`src/rtl/mult_div_unit.sv`:
```
// Iterative HI/LO multiply/divide unit: 32-step shift-add multiply and
// restoring divide on magnitudes, followed by one sign-correction cycle.
module mult_div_unit #(
    parameter int WIDTH = 32
) (
    input  logic             clk,
    input  logic             reset_n,
    input  logic             start,
    input  logic [1:0]       op,
    input  logic [WIDTH-1:0] operand_a,
    input  logic [WIDTH-1:0] operand_b,
    input  logic             mthi,
    input  logic             mtlo,
    output logic             busy,
    output logic             done,
    output logic [WIDTH-1:0] hi,
    output logic [WIDTH-1:0] lo
);

    localparam int CW = $clog2(WIDTH);
    localparam logic [CW-1:0] LAST_STEP = CW'(WIDTH - 1);

    typedef enum logic [1:0] {
        ST_IDLE = 2'b00,
        ST_CALC = 2'b01,
        ST_FIX  = 2'b10
    } state_t;

    function automatic logic [WIDTH-1:0] neg_w(input logic [WIDTH-1:0] v);
        neg_w = ~v + {{(WIDTH-1){1'b0}}, 1'b1};
    endfunction

    function automatic logic [2*WIDTH-1:0] neg_2w(input logic [2*WIDTH-1:0] v);
        neg_2w = ~v + {{(2*WIDTH-1){1'b0}}, 1'b1};
    endfunction

    state_t             state_r;
    state_t             state_s;
    logic               busy_r;
    logic               busy_s;
    logic               done_r;
    logic               done_s;
    logic [CW-1:0]      count_r;
    logic [2*WIDTH-1:0] acc_r;
    logic [WIDTH-1:0]   opb_r;
    logic [WIDTH-1:0]   a_raw_r;
    logic               is_div_r;
    logic               neg_lo_r;
    logic               neg_hi_r;
    logic               div_zero_r;
    logic [WIDTH-1:0]   hi_r;
    logic [WIDTH-1:0]   lo_r;

    logic               signed_op_s;
    logic [WIDTH-1:0]   a_mag_s;
    logic [WIDTH-1:0]   b_mag_s;
    logic [WIDTH:0]     mul_sum_s;
    logic [2*WIDTH-1:0] mul_next_s;
    logic               div_fits_s;
    logic [WIDTH-1:0]   div_rem_s;
    logic [2*WIDTH-1:0] div_next_s;
    logic [2*WIDTH-1:0] product_s;
    logic [WIDTH-1:0]   fix_hi_s;
    logic [WIDTH-1:0]   fix_lo_s;

    assign signed_op_s = ~op[0];
    assign a_mag_s = (signed_op_s && operand_a[WIDTH-1]) ? neg_w(operand_a) : operand_a;
    assign b_mag_s = (signed_op_s && operand_b[WIDTH-1]) ? neg_w(operand_b) : operand_b;

    // Multiply step: acc = {partial product, remaining multiplier bits}; carry enters at the top.
    assign mul_sum_s  = {1'b0, acc_r[2*WIDTH-1:WIDTH]} +
                        (acc_r[0] ? {1'b0, opb_r} : {(WIDTH+1){1'b0}});
    assign mul_next_s = {mul_sum_s, acc_r[WIDTH-1:1]};

    // Divide step: acc = {remainder, dividend/quotient}; the 33-bit shifted remainder is compared first
    // so the 32-bit difference below never wraps when it is used.
    assign div_fits_s = acc_r[2*WIDTH-1:WIDTH-1] >= {1'b0, opb_r};
    assign div_rem_s  = acc_r[2*WIDTH-2:WIDTH-1] - opb_r;
    assign div_next_s = div_fits_s ? {div_rem_s, acc_r[WIDTH-2:0], 1'b1}
                                   : {acc_r[2*WIDTH-2:0], 1'b0};

    assign product_s = neg_lo_r ? neg_2w(acc_r) : acc_r;

    // Sign correction and result selection for the FIX cycle.
    always_comb begin
        fix_hi_s = product_s[2*WIDTH-1:WIDTH];
        fix_lo_s = product_s[WIDTH-1:0];
        if (div_zero_r) begin
            fix_hi_s = a_raw_r;
            fix_lo_s = {WIDTH{1'b1}};
        end else if (is_div_r) begin
            fix_hi_s = neg_hi_r ? neg_w(acc_r[2*WIDTH-1:WIDTH]) : acc_r[2*WIDTH-1:WIDTH];
            fix_lo_s = neg_lo_r ? neg_w(acc_r[WIDTH-1:0]) : acc_r[WIDTH-1:0];
        end else begin
            fix_hi_s = product_s[2*WIDTH-1:WIDTH];
            fix_lo_s = product_s[WIDTH-1:0];
        end
    end

    // Next-state logic.
    always_comb begin
        state_s = state_r;
        case (state_r)
            ST_IDLE: begin
                if (start) begin
                    state_s = ST_CALC;
                end else begin
                    state_s = ST_IDLE;
                end
            end
            ST_CALC: begin
                if (count_r == LAST_STEP) begin
                    state_s = ST_FIX;
                end else begin
                    state_s = ST_CALC;
                end
            end
            ST_FIX:  state_s = ST_IDLE;
            default: state_s = ST_IDLE;
        endcase
    end

    // Output decode, registered alongside the state.
    always_comb begin
        busy_s = (state_s != ST_IDLE);
        done_s = (state_r == ST_FIX);
    end

    // State and status registers.
    always_ff @(posedge clk or negedge reset_n) begin
        if (!reset_n) begin
            state_r <= ST_IDLE;
            busy_r  <= 1'b0;
            done_r  <= 1'b0;
        end else begin
            state_r <= state_s;
            busy_r  <= busy_s;
            done_r  <= done_s;
        end
    end

    // Operand capture, iteration datapath and HI/LO registers.
    always_ff @(posedge clk or negedge reset_n) begin
        if (!reset_n) begin
            count_r    <= {CW{1'b0}};
            acc_r      <= {(2*WIDTH){1'b0}};
            opb_r      <= {WIDTH{1'b0}};
            a_raw_r    <= {WIDTH{1'b0}};
            is_div_r   <= 1'b0;
            neg_lo_r   <= 1'b0;
            neg_hi_r   <= 1'b0;
            div_zero_r <= 1'b0;
            hi_r       <= {WIDTH{1'b0}};
            lo_r       <= {WIDTH{1'b0}};
        end else begin
            case (state_r)
                ST_IDLE: begin
                    if (start) begin
                        count_r    <= {CW{1'b0}};
                        acc_r      <= {{WIDTH{1'b0}}, a_mag_s};
                        opb_r      <= b_mag_s;
                        a_raw_r    <= operand_a;
                        is_div_r   <= op[1];
                        neg_lo_r   <= signed_op_s & (operand_a[WIDTH-1] ^ operand_b[WIDTH-1]);
                        neg_hi_r   <= signed_op_s & op[1] & operand_a[WIDTH-1];
                        div_zero_r <= op[1] & (operand_b == {WIDTH{1'b0}});
                    end else begin
                        if (mthi) begin
                            hi_r <= operand_a;
                        end
                        if (mtlo) begin
                            lo_r <= operand_a;
                        end
                    end
                end
                ST_CALC: begin
                    count_r <= count_r + {{(CW-1){1'b0}}, 1'b1};
                    acc_r   <= is_div_r ? div_next_s : mul_next_s;
                end
                ST_FIX: begin
                    hi_r <= fix_hi_s;
                    lo_r <= fix_lo_s;
                end
                default: begin
                    count_r <= {CW{1'b0}};
                end
            endcase
        end
    end

    assign busy = busy_r;
    assign done = done_r;
    assign hi   = hi_r;
    assign lo   = lo_r;

endmodule

```
`config.mk`:
```
export PLATFORM = sky130hd
export DESIGN_NAME = mult_div_unit
export DESIGN_NICKNAME = d
export VERILOG_FILES = /design/src/rtl/mult_div_unit.sv
export SDC_FILE = /design/constraint.sdc
export NUM_CORES = 1
export LEC_CHECK = 0
export ABC_AREA = 1
export BUFFER_PORTS_ARGS = -buffer_cell sky130_fd_sc_hd__clkbuf_2
export CAP_MARGIN = 5
export CORE_MARGIN = 2
export CORE_UTILIZATION = 40
export DETAILED_ROUTE_END_ITERATION = 7
export SLEW_MARGIN = 0
export SYNTH_ARGS = -nofsm -noshare
export SYNTH_HDL_FRONTEND = slang
export SYNTH_SLANG_ARGS = --single-unit
```
`constraint.sdc`:
```
create_clock -name clk -period 2.5 [get_ports clk]
set_clock_uncertainty 0.1 [all_clocks]
set_input_delay 0.75 -clock clk [delete_from_list [all_inputs] [get_ports clk]]
set_output_delay 0.75 -clock clk [all_outputs]
set_load 0.02 [all_outputs]
```
== After elaboration in Yosys (flattened, before gate mapping) ==
Index checks and enable logic that the tools add are counted.

* Logic and storage cells: 78
* Register bits: 205

* Bitwise operators: 12
* Equality and inequality tests: 7
* Add/sub/neg operators: 8
* Muxes and demuxes: 25
* Reduce and logical (&&, ||, !) cells: 12
* Order comparisons: 1

{| class="wikitable"
|+ Operators by type and width
! cell !! number
|-
| 2-to-1 mux 32 bit || 13
|-
| 2-to-1 mux 64 bit || 4
|-
| adder 32 x 1 -> 32 bit, second input constant || 4
|-
| NOT 32 bit || 4
|-
| one-hot mux 32 bit (2 select lines) || 2
|-
| one-hot mux 64 bit (2 select lines) || 1
|-
| adder 64 x 1 -> 64 bit, second input constant || 1
|-
| NOT 64 bit || 1
|-
| adder 32 x 32 -> 33 bit || 1
|-
| greater-or-equal comparator 33 x 32 -> 1 bit || 1
|-
| logical NOT 32 bit || 1
|-
| subtractor 32 bit || 1
|-
| one-hot mux 5 bit (3 select lines) || 1
|-
| inequality test 2 bit, second input constant || 4
|-
| AND reduction 2 bit || 3
|-
| AND reduction 3 bit || 2
|-
| nonzero test 2 bit || 3
|-
| adder 5 x 1 -> 5 bit, second input constant || 1
|-
| == test 5 bit, second input constant || 1
|-
| 2-to-1 mux 5 bit || 1
|-
| AND 1 bit || 4
|-
| one-hot mux 2 bit (2 select lines) || 1
|-
| == test 2 x 1 -> 1 bit, second input constant || 1
|-
| == test 2 bit, second input constant || 1
|-
| 6 further kinds || 8
|}

== Depth between registers and ports, before layout ==
* Word-level depth: 6
* Mapped depth: 19

== Worst setup path before layout ==
OpenSTA, ideal clock, no wires.

* Kind: register to register
* Start: register acc_r[0]
* End: register acc_r[63]
* Arrival time: 2.178 ns
* Setup time: 0.116 ns
* Stages on the path, launching flop included: 19
* Slack: 0.105 ns
* Buffers on the path: 2
* Cells stage by stage: dfrtp_1 > buf_2 > clkbuf_1 > nand2_1 > inv_1 > ha_1 > nand2_1 > nor2_1 > nor2_1 > nor2_1 > or2_2 > nand2_1 > nand2_1 > nand2_1 > nand3_1 > nand2_1 > inv_1 > nand2_1 > nand2_1

* Cells in the longest elaborated chain, start to end: 4

{| class="wikitable"
|+ Ends and longest elaborated chain
! element !! line !! text
|-
| from (decl) || 44 || <nowiki>logic [2*WIDTH-1:0] acc_r;</nowiki>
|-
| from (signal assigned) || 146 || <nowiki>acc_r <= {(2*WIDTH){1'b0}};</nowiki>
|-
| from (signal assigned) || 160 || <nowiki>acc_r <= {{WIDTH{1'b0}}, a_mag_s};</nowiki>
|-
| from (signal assigned) || 178 || <nowiki>acc_r <= is_div_r ? div_next_s : mul_next_s;</nowiki>
|-
| 2-to-1 mux 32 bit || 72 || <nowiki>(acc_r[0] ? {1'b0, opb_r} : {(WIDTH+1){1'b0}});</nowiki>
|-
| adder 32 x 32 -> 33 bit || 71 || <nowiki>assign mul_sum_s = {1'b0, acc_r[2*WIDTH-1:WIDTH]} +</nowiki>
|-
| 2-to-1 mux 64 bit || 178 ||
|-
| one-hot mux 64 bit (2 select lines) || 156 || <nowiki>case (state_r)</nowiki>
|}

Every way passes these cells.
A chain may end at the register's enable or synchronous reset.

== Worst setup path in the final report ==
* Start: register acc_r[0]
* End: register acc_r[62]

The elaborated chain is that of the path after synthesis.

==> metrics.md <==
| Metric | Value |
|---|---|
| Outcome | finished, violations left |
| Violated checks | negative setup slack |
| Routed vias/inst | 5.33 |
| Vias after detailed routing | 23,376 |
| Final nets | 3,894 |
| Fraction of final layout cells sized beyond drive strength 1 | 21.7% |
| Highest-count cells in the layout ignoring fill and taps | nand2_1 (980), inv_1 (453), buf_4 (396), nor2_1 (378), nand3_1 (262) |
| Largest net degree at the start of global routing | 66 |
| Total clock buffers created by CTS | 26 |
| Non-filler instance count after layout | 4,382 |
| Routed length per placed instance | 20.4 um |
| Most Crowded Layer GR | met2 |
| Met1 usage | 49.8% |
| Insertion delay of the later-clocked pin in the worst-skew pair | 0.58 ns |
| Critical Setup Path Class | register to register |
| Die footprint | between 40,000 and 50,000 um^2 |
| Final sum of negative setup slack | -0.179 ns |
| Sort of element at the end of the critical path | register |
| Psw | roughly 21 mW |
| Endpoint arrival time on the critical path | 2.92 ns |
| Die span in y | 223 um |
| Number of sinks driven by the clock tree | 205 |
| Max_cap viols | 0 |
| Parity-gate share of the synthesized area counting xor and xnor cells | 2.14% |
| Peak supply drop | 0.627 mV |
| Bufs on Longest Clock Path | 3 |
| TritonCTS clock tree | yes |
| Setup WS post-layout | -0.0566 ns |
| Die width | 223 um |
| Transition time at the pin with the least slew margin | 0.716 ns |
| Net Sw Frac | between 50 and 60% |
| Net count after synthesis | approximately 3,400 |
| Average cell area after synthesis | 5.87 um^2 |
| Total grt overflow | 0 |
| Detailed-routing iteration count for the pre-antenna-repair pass | 8 |
| IO Pins | ~140 |
| Placement Rows | 80 |
| Critical path data required time | 2.86 ns |
| Maximum fanout encountered on the critical timing path | 31 |
| DRC violations left | 0 |
| Part of the total power dissipated in sequential elements | 15.5% |
| Max Clock Freq | 391 MHz |
| Area added between synthesis and finish | 32.6% |
| Vias in the first global route | 21,226 |
| Synthesized instance count | 3,273 |
| Area of the mapped netlist | 19,200 um^2 |
| Buffers on Ports | 136 |
| Setup repair after global routing missed its margin | yes |
| Power share of the clock group | 10.1% |
| Overall fraction of global-route tracks in use | 34.9% |
| H-Tree Level Count | 1 |
| Adder and majority gate portion of the synthesized area | 4.76% |
| Part of the total power dissipated in combinational logic | 74.4% |
| Core ar. | 47,500 um^2 |
| Power Density | 1610 nW/um^2 |
| Flop and latch count out of synthesis | 205 |
| Synthesized-area fraction occupied by and/or/nand/nor cells | 39.1% |
| Max-slew violation count | 0 |
| CP Launch Type | register |
| Final Routed Wirelength | just under 90,000 um |
| Post-Place Cells | 4,322 |
| Setup Viol. Count Final | 8 |
| Multiplexer share of the synthesized area | 0% |
| Post-detailed-placement half-perimeter wirelength | 71,500 um |
| Main combinational cell family by area after synthesis | simple AND/OR/NAND/NOR gates |
| Antenna-violating nets left | 0 |
| Yosys cell types | between 40 and 50 |
| Number of warnings reported in the yosys synthesis log | 0 |
| Sequential element share of the synthesized area | between 20% and 30% |
| Initial antenna violation count | 2 |
| Iteration-0 DRC count of the detailed router | 2,646 |
| Compound-gate portion of the synthesized area | between 10% and 20% |
| Most common cell after layout, fill and taps aside | nand2_1 |
| Starting density of the core | about two fifths |
| Leakage power figure | 13.5 nW |
| GR met3 Demand/Resource | 11.3% |
| Min-delay worst type | primary input to async pin |
| Count of endpoints failing hold in the final timing report | 0 |
| Max-slew headroom at the worst pin | ~52% |
| Min Tclk post-route | between 2 and 3 ns |
| First-pass GRT wire length | 131,000 um |
| Final period utilization | 102% |
| RD Place Congestion | 1.05 |
| Count of inserted antenna diode cells | 0 |
| Internal portion of total power | 19.6 mW |
| Root buffer cell | clkbuf_16 |
| Met2 Use GR | between 40% and 50% |
| Clock-pin slew of the registers on the worst-case setup and hold paths | roughly 0.06 ns |
==> final cells by class <==
| class | count | area [um^2] |
|---|---|---|
| Sequential cell | 205 | 5130 |
| Multi-Input combinational cell | 2487 | 12700 |
| Tap cell | 615 | 769 |
| Clock inverter | 11 | 170 |
| Fill cell | 4898 | 22100 |
| Timing Repair Buffer | 561 | 4230 |
| Clock buffer | 33 | 738 |
| Inverter | 470 | 1760 |
==> power groups by stage <==
stage,clock network [mW],registers (mW),logic (mW)
after CTS,4.21,6.29,27.8
final,4.15,6.36,30.5
after detailed placement,0,6.32,27.3
after global placement,0,6.31,27.3
after global routing,4.30,6.53,33.1
after floorplan,0,6.74,14.8
==> worst max-delay path: stages (launching register included) <==
cell	delay (ns)
dfrtp_1	0.42
buf_12	0.18
nand2_1	0.09
inv_1	0.06
ha_1	0.44
nand2_1	0.15
nor3_1	0.26
nand2_1	0.12
nor2_1	0.10
nand2_1	0.08
nand3_1	0.09
nand3_1	0.08
nand2_1	0.09
inv_1	0.05
nand2_1	0.07
nand2_1	0.05
==> path summary, 6_finish.rpt <==
check / start / end / slack (ns) / depth (start not counted)
max: acc_r[0] / acc_r[62] / -0.06 / 15
min: reset_n / acc_r[51] / 0.01 / 1
max reg2reg: acc_r[0] / acc_r[62] / -0.06 / 15
min reg2reg: lo[12] / lo[12] / 0.38 / 2
max in group asynchronous: reset_n / lo[1] / 1.58 / 2
min in group clk: operand_a[31] / a_raw_r[31] / 0.34 / 3
==> through the flow <==
| stage | power (mW) | cell area (um^2) | hold WS [ns] | util (%) | worst slack (ns) |
|---|---|---|---|---|---|
| final | 41.0 | 25500 | 0.0103 | 53.6 | -0.0566 |
| after global routing | 43.9 | 25500 | 0.0399 | 53.6 | -0.181 |
| after CTS | 38.3 | 24600 | 0.00860 | 51.8 | -0.0239 |
| after detailed placement | 33.6 | 23600 | 0.376 | 49.6 | -0.103 |
| after global placement | 33.6 | 23600 | 0.369 | 49.6 | -0.107 |
| after floorplan | 21.5 | 19200 | 0.354 | - | 0.105 |
==> Yosys cell counts (all sizes together) <==
cell type	number	share of area, %
a21boi	26	1.0
a21oi	189	4.9
a22o	2	0.091
a22oi	7	0.27
a2bb2oi	14	0.64
a31o	1	0.046
a31oi	14	0.46
and2	2	0.065
and3	1	0.033
buf	42	1.2
clkbuf	69	1.3
clkinv	1	0.020
dfrtp	205	27
fa	2	0.21
ha	70	4.6
inv	469	9.2
nand2	1017	20
nand3	280	7.3
nand3b	11	0.43
nand4	33	1.1
nor2	432	8.7
nor3	30	0.86
nor4	5	0.16
o211ai	8	0.31
o21a	3	0.12
o21ai	264	7.0
o21bai	12	0.47
o22ai	2	0.065
o31ai	5	0.20
or2	10	0.33
xnor2	8	0.36
xor2	39	1.8
==> kinds of logic (layout without fill, tap and decap cells) <==
logic type	count (synthesis)	count (layout)
and+or+nand+nor	1821	1821
buffers and inverters	581	1075
AOI/OAI and AO/OA	547	547
DFF	205	205
adders and majority gates	72	72
xor gates and xnor gates	47	47
==> timing repair <==
action                                  4_1_cts  5_1_grt
pin swaps                                     1        7
cloned                                        0        4
hold buffers                                  0        0
gates resized for setup                      30      170
setup buffers                                 3        9
endpoints found under the setup margin       36       64
==> per-layer routing <==
layer	vias up	share of wire, %
met1	10732	45
met5	-	0.14
met4	2	3.2
met2	1101	40
met3	144	12
li1	11397	-
==> state kept, by name, indices dropped and copies added (netlist names), 2 cells and up <==
signal,flops
hi,32
a_raw_r,32
state_r,2
opb_r,32
acc_r,64
lo,32
count_r,5
No activity file was read; power rests on OpenSTA's default activity.
